--- src/rtl/rv32i_trap_pkg.sv ---
// Shared types and helpers for the RV32I machine-mode trap controller.
package rv32i_trap_pkg;

  typedef enum logic [1:0] {
    IDLE     = 2'd0,
    FLUSH    = 2'd1,
    REDIRECT = 2'd2,
    RETURN   = 2'd3
  } state_t;

  localparam logic [1:0] MTVEC_DIRECT   = 2'd0;
  localparam logic [1:0] MTVEC_VECTORED = 2'd1;
  localparam int         MCAUSE_IRQ_BIT = 31;

  function automatic logic [31:0] build_mcause(input logic is_irq, input logic [30:0] code);
    logic [31:0] m;
    m = {1'b0, code};
    m[MCAUSE_IRQ_BIT] = is_irq;
    return m;
  endfunction

endpackage

--- src/rtl/rv32i_irq_priority_encoder.sv ---
// Fixed-priority encoder over the masked interrupt requests; lowest index wins.
module rv32i_irq_priority_encoder #(
  parameter int NUM_IRQ = 8,
  parameter int IDX_W   = (NUM_IRQ > 1) ? $clog2(NUM_IRQ) : 1
) (
  input  logic [NUM_IRQ-1:0] req,
  output logic               any_valid,
  output logic [IDX_W-1:0]   idx
);

  // Scan downward so the last hit recorded is the lowest set index.
  always_comb begin
    any_valid = 1'b0;
    idx       = '0;
    for (int i = NUM_IRQ - 1; i >= 0; i--) begin
      if (req[i]) begin
        any_valid = 1'b1;
        idx       = IDX_W'(i);
      end
    end
  end

endmodule

--- src/rtl/rv32i_trap_controller.sv ---
// Machine-mode trap entry/return sequencer: arbitrates exceptions, mret and
// interrupts, latches mepc/mcause, flushes the pipeline and redirects fetch.
module rv32i_trap_controller
  import rv32i_trap_pkg::*;
#(
  parameter int NUM_IRQ        = 8,
  parameter int FLUSH_CYCLES   = 2,
  parameter int IRQ_CAUSE_BASE = 16
) (
  input  logic               clk,
  input  logic               rst,
  input  logic               exc_valid,
  input  logic [3:0]         exc_code,
  input  logic [31:0]        exc_pc,
  input  logic [31:0]        commit_pc,
  input  logic [NUM_IRQ-1:0] irq_pending,
  input  logic [NUM_IRQ-1:0] irq_enable,
  input  logic [31:0]        mtvec,
  input  logic               mret,
  input  logic               gie_wr_en,
  input  logic               gie_wr_data,
  output logic               flush,
  output logic               redirect_valid,
  input  logic               redirect_ready,
  output logic [31:0]        redirect_pc,
  output logic [31:0]        mepc,
  output logic [31:0]        mcause,
  output logic               gie,
  output logic               mpie,
  output logic               busy,
  output logic               trap_taken
);

  localparam int IDX_W = (NUM_IRQ > 1) ? $clog2(NUM_IRQ) : 1;

  state_t      state_q, state_d;
  logic [3:0]  cnt_q, cnt_d;
  logic [31:0] mepc_q, mepc_d;
  logic [31:0] mcause_q, mcause_d;
  logic [31:0] redirect_pc_q, redirect_pc_d;
  logic        gie_q, gie_d;
  logic        mpie_q, mpie_d;

  logic [NUM_IRQ-1:0] irq_masked;
  logic               irq_any;
  logic [IDX_W-1:0]   irq_idx;
  logic [30:0]        irq_cause;
  logic [31:0]        vec_base;

  assign irq_masked = irq_pending & irq_enable;

  rv32i_irq_priority_encoder #(
    .NUM_IRQ (NUM_IRQ),
    .IDX_W   (IDX_W)
  ) u_prio (
    .req       (irq_masked),
    .any_valid (irq_any),
    .idx       (irq_idx)
  );

  assign irq_cause = 31'(IRQ_CAUSE_BASE) + 31'(irq_idx);
  assign vec_base  = {mtvec[31:2], 2'b00};

  always_comb begin
    state_d       = state_q;
    cnt_d         = cnt_q;
    mepc_d        = mepc_q;
    mcause_d      = mcause_q;
    redirect_pc_d = redirect_pc_q;
    gie_d         = gie_q;
    mpie_d        = mpie_q;

    case (state_q)
      IDLE: begin
        // Software write first so a same-cycle trap/mret decision overrides it.
        if (gie_wr_en) gie_d = gie_wr_data;
        if (exc_valid) begin
          state_d       = FLUSH;
          cnt_d         = 4'(FLUSH_CYCLES - 1);
          mepc_d        = exc_pc;
          mcause_d      = build_mcause(1'b0, 31'(exc_code));
          redirect_pc_d = vec_base;
          mpie_d        = gie_q;
          gie_d         = 1'b0;
        end else if (mret) begin
          state_d       = RETURN;
          redirect_pc_d = mepc_q;
          gie_d         = mpie_q;
          mpie_d        = 1'b1;
        end else if (gie_q && irq_any) begin
          state_d  = FLUSH;
          cnt_d    = 4'(FLUSH_CYCLES - 1);
          mepc_d   = commit_pc;
          mcause_d = build_mcause(1'b1, irq_cause);
          mpie_d   = gie_q;
          gie_d    = 1'b0;
          if (mtvec[1:0] == MTVEC_VECTORED)
            redirect_pc_d = vec_base + (32'(irq_cause) << 2);
          else
            redirect_pc_d = vec_base;
        end
      end
      FLUSH: begin
        if (cnt_q == 4'd0) state_d = REDIRECT;
        else               cnt_d   = cnt_q - 4'd1;
      end
      REDIRECT: begin
        if (redirect_ready) state_d = IDLE;
      end
      RETURN: begin
        if (redirect_ready) state_d = IDLE;
      end
      default: state_d = IDLE;
    endcase
  end

  always_ff @(posedge clk or posedge rst) begin
    if (rst) begin
      state_q       <= IDLE;
      cnt_q         <= 4'd0;
      mepc_q        <= 32'd0;
      mcause_q      <= 32'd0;
      redirect_pc_q <= 32'd0;
      gie_q         <= 1'b0;
      mpie_q        <= 1'b1;
    end else begin
      state_q       <= state_d;
      cnt_q         <= cnt_d;
      mepc_q        <= mepc_d;
      mcause_q      <= mcause_d;
      redirect_pc_q <= redirect_pc_d;
      gie_q         <= gie_d;
      mpie_q        <= mpie_d;
    end
  end

  // Outputs decode straight from state so an async reset drops them at once.
  assign flush          = (state_q == FLUSH);
  assign redirect_valid = (state_q == REDIRECT) || (state_q == RETURN);
  assign busy           = (state_q != IDLE);
  assign trap_taken     = (state_q == REDIRECT) && redirect_ready;
  assign redirect_pc    = redirect_pc_q;
  assign mepc           = mepc_q;
  assign mcause         = mcause_q;
  assign gie            = gie_q;
  assign mpie           = mpie_q;

endmodule

--- config.mk ---
export PLATFORM = sky130hd
export DESIGN_NAME = rv32i_trap_controller
export DESIGN_NICKNAME = d
export VERILOG_FILES = /design/src/rtl/rv32i_trap_pkg.sv /design/src/rtl/rv32i_irq_priority_encoder.sv /design/src/rtl/rv32i_trap_controller.sv
export SDC_FILE = /design/constraint.sdc
export NUM_CORES = 1
export LEC_CHECK = 0
export BUFFER_PORTS_ARGS = -buffer_cell sky130_fd_sc_hd__buf_2
export CAP_MARGIN = 20
export CORE_AREA = 2 2 101 103
export CTS_CLUSTER_DIAMETER = 40
export DETAILED_ROUTE_END_ITERATION = 8
export DIE_AREA = 0 0 103 105
export GPL_ROUTABILITY_DRIVEN = 0
export PLACE_DENSITY = 0.85
export SYNTH_ARGS = -nofsm -noshare
export SYNTH_HDL_FRONTEND = slang
export SYNTH_SLANG_ARGS = --single-unit
--- constraint.sdc ---
create_clock -name clk -period 6.3 [get_ports clk]
set_input_delay 1.26 -clock clk [delete_from_list [all_inputs] [get_ports clk]]
set_output_delay 1.26 -clock clk [all_outputs]
set_load 0.02 [all_outputs]
==> results.py <==
metrics = {
    "clock_network": {
        "cts_tree": "done",
        "clk_path_buf_depth": 2,
        "post-cts-setup-buffers": 0,
        "cts-root-buf": "clkbuf_8",
        "cts.repair.resized": 0,
        "cts.sinks": 77,
        "cts_made_buffers": 9,
        "hold_buffers": 0,
        "htree_levels": 3,
        "clk_pin_slew_ps": 80,
        "clk_latency_ps": 350,
    },
    "timing": {
        "tightestPinTransition_ps": 979,
        "min_period_over_period_pct": 62.5,
        "slew_viol_final": 0,
        "fin_ws_ps": 2360,
        "max_clock_freq_mhz": 254,
        "setup_viol": 0,
        "fin_crit_ps": 3940,
        "grt_setup_unrepaired": "no",
        "hold_violations": 0,
        "relSlewSlack_pct": 34.7,
        "finalClockSkew_ps": 9.34,
        "setup_tns_ps": 0,
        "holdWs_ps": 483,
    },
    "power": {
        "leakage_nw": 2.98,
        "peakVddDrop_uv": 241,
        "p_per_area_nw_per_um2": 425,
    },
    "floorplan": {
        "die_h_um": 105,
        "ios": 225,
        "die_area_sq_um": 10800,
        "die_w_um": 103,
        "std_cell_rows": 36,
        "initial_core_util_pct": 50.1,
        "fp.coreArea_sq_um": 9640,
    },
    "worst_setup_path": {
        "crit_cells": 14,
        "r2r_setup_slack_ps": 4150,
        "crit_arrival_ps": 4220,
        "crit_end": "redirect_pc[28]",
        "path_cells": "buf_2, nand2_1, a32o_1, a22oi_1, a21o_1, a22oi_1, ha_1, fa_1, nand3_1, a211oi_2, nand3_1, nor4_1, nor2_1, a21oi_1",
        "critical-path-slowest-cell": "a211oi_2",
        "required_ps": 6590,
        "crit_path_end_kind": "flip-flop",
        "crit_fanout": 10,
        "path_delay_family": "compound AO/OA/AOI/OAI gates",
        "critical_path.startpoint_type": "primary input",
        "r2r-start": "state_q[0]",
        "r2r_cells": 6,
        "cp-startpoint": "irq_pending[6]",
        "crit_type": "in -> reg",
        "path_buf_inv": 1,
        "slowest_delay_ps": 680,
        "r2r_end": "redirect_pc[24]",
    },
    "routing": {
        "vias_per_cell": 5.61,
        "first_iter_violations": 391,
        "drcViolationCount": 0,
        "vias": 4960,
        "drt_first_pass_iters": 6,
        "m1WireLength_um": 5950,
        "met2_length_um": 6960,
        "antenna_left": 0,
        "wirelength_um": 14800,
        "top_layer": "met4",
        "wl_per_cell_um": 16.7,
        "wl_met3_um": 1240,
    },
    "synthesis": {
        "synthDistinctLibCells": 60,
        "synthTopCellsByArea": "dfrtp_1 (39%), mux2i_1 (7.0%), nand2_1 (6.8%)",
        "synth.top_cell.area_share_pct": 39.4,
        "yosysTopAreaCell": "dfrtp_1",
        "async_flop_share_pct": 100,
        "ys_seq_area_share_pct": 39.9,
        "yosysWarnings": 0,
        "syn_area_sq_um": 4830,
        "ys_seq_elements": 77,
        "synth-edff-count": 0,
        "synth_top_flop_cell": "dfrtp_1",
        "avgSynthCellArea_sq_um": 8.51,
        "netlist_instances": 568,
    },
    "place": {
        "pre_cts_ws_ps": 2060,
        "port_buffers": 198,
        "hpwl_um": 11000,
    },
    "worst_hold_path": {
        "hp-class": "reg -> reg",
    },
    "final_layout": {
        "nets": 874,
        "postLayoutCoreUtil_pct": 62.5,
        "drive_gt1_share_pct": 31.3,
        "syn_to_final_growth_pct": 24.7,
    },
    "status": {
        "status": "complete, no violations",
    },
    "global_route": {
        "grt_pass1_wl_um": 23700,
        "grt_use_total_pct": 27.9,
        "antenna_found_initial": 1,
        "grt-ovfl-total": 0,
        "grt_start_max_net_pins": 78,
        "first_global_vias": 4831,
    },
    "job": {
        "drv_cap": 0,
    },
}
==> cell usage in the layout, fill, tap and decap left out, types with 7 or more instances in the layout <==
cell      instances
a21oi_1          35
buf_2           197
and2_1            7
o21ai_0          60
nor2_1           41
a31oi_1          14
mux2i_1          34
inv_1            10
nand4_1           8
nor3_1            8
buf_4             8
dfrtp_1          76
nand3_1          14
clkbuf_8         10
o22ai_1          10
xnor2_1           8
nand2_1          88
conb_1           26
==> metrics by stage <==
stage / cells / total power, mW / cell area (sq um)
3_3_place_gp: 867 / 2.07 / 5780
4_1_cts: 883 / 2.57 / 6020
5_1_grt: 884 / 2.74 / 6030
6_report: 884 / 2.56 / 6030
3_5_place_dp: 867 / 2.12 / 5780
2_1_floorplan: 593 / 1.68 / 4930
==> power breakdown <==
| group | switching [mW] | leakage (nW) | total, mW | internal (mW) |
|---|---|---|---|---|
| clock network | 0.183 | 0.121 | 0.457 | 0.274 |
| registers | 0.182 | 0.939 | 0.913 | 0.731 |
| logic | 0.790 | 1.92 | 1.19 | 0.403 |
| total | 1.16 | 2.98 | 2.56 | 1.41 |
==> worst register-to-register path, stage by stage (launching register included) <==
cell     delay [ps]
dfrtp_1         430
nor2_1          510
inv_1           180
a21oi_2         280
buf_4           360
nand3_1         120
o22a_1          170
==> layout make-up <==
type | instances | area (sq um)
Fill cell | 856 | 3610
Multi-Input combinational cell | 440 | 2600
Sequential cell | 77 | 1930
Timing Repair Buffer | 205 | 1050
Tap cell | 133 | 166
Clock buffer | 12 | 145
Clock inverter | 4 | 95.1
Inverter | 12 | 46.3
Antenna cell | 1 | 2.50
==> worst min-delay path by stage <==
| stage | startpoint | endpoint | slack [ps] | depth (start not counted) |
|---|---|---|---|---|
| 6_report | redirect_pc[8] | redirect_pc[8] | 480 | 2 |
| 5_1_grt | redirect_pc[1] | redirect_pc[1] | 510 | 2 |
| 4_1_cts | redirect_pc[1] | redirect_pc[1] | 490 | 2 |
| 3_5_place_dp | redirect_pc[1] | redirect_pc[1] | 470 | 2 |
| 3_3_place_gp | redirect_pc[0] | redirect_pc[0] | 460 | 2 |
| 2_1_floorplan | cnt_q[0] | cnt_q[0] | 470 | 1 |
==> cells by family after synthesis <==
group           synth area share [%]
simple gates                    18.4
compound gates                  22.1
flops                           39.9
buf+inv                         8.62
mux                             7.74
xor+xnor                        1.45
fa+ha+maj                       1.71
other cells                   0.0776
==> registers in the layout, indices dropped and copies added (netlist names) <==
| name | flops |
|---|---|
| gie | 1 |
| mepc | 32 |
| state_q | 2 |
| cnt_q | 4 |
| mcause | 5 |
| redirect_pc | 32 |
| mpie | 1 |
==> synth_stat cells, types with 2 or more instances <==
library cell / instances
nor2_1: 41
a22o_1: 4
nor3_1: 8
o211ai_1: 2
o21bai_1: 3
a32o_1: 2
o21ai_0: 60
a21oi_1: 36
a21o_1: 3
a221oi_1: 5
inv_1: 11
xnor2_1: 8
nor4_1: 2
and4_1: 2
o22a_1: 3
mux2i_1: 34
a41oi_1: 3
a222oi_1: 3
mux2_2: 3
nor2b_1: 4
buf_2: 12
and3_1: 4
nand2_1: 88
nand3_1: 14
a31oi_1: 14
a221o_1: 2
buf_4: 31
o21a_1: 3
nand2b_1: 2
ha_1: 5
a22oi_1: 3
o21ai_1: 4
o22ai_1: 10
clkbuf_1: 18
nor3b_1: 2
and2_1: 7
or3_1: 4
dfrtp_1: 76
nand4_1: 8
nand3_2: 2
buf_1: 3
==> routing by layer <==
metal	vias up	GRT usage [%]
li1	2338	-
met1	2284	37.9
met2	279	43.4
met3	59	4.01
met4	0	13.2
met5	-	0
(Power assumes the default switching activity.)
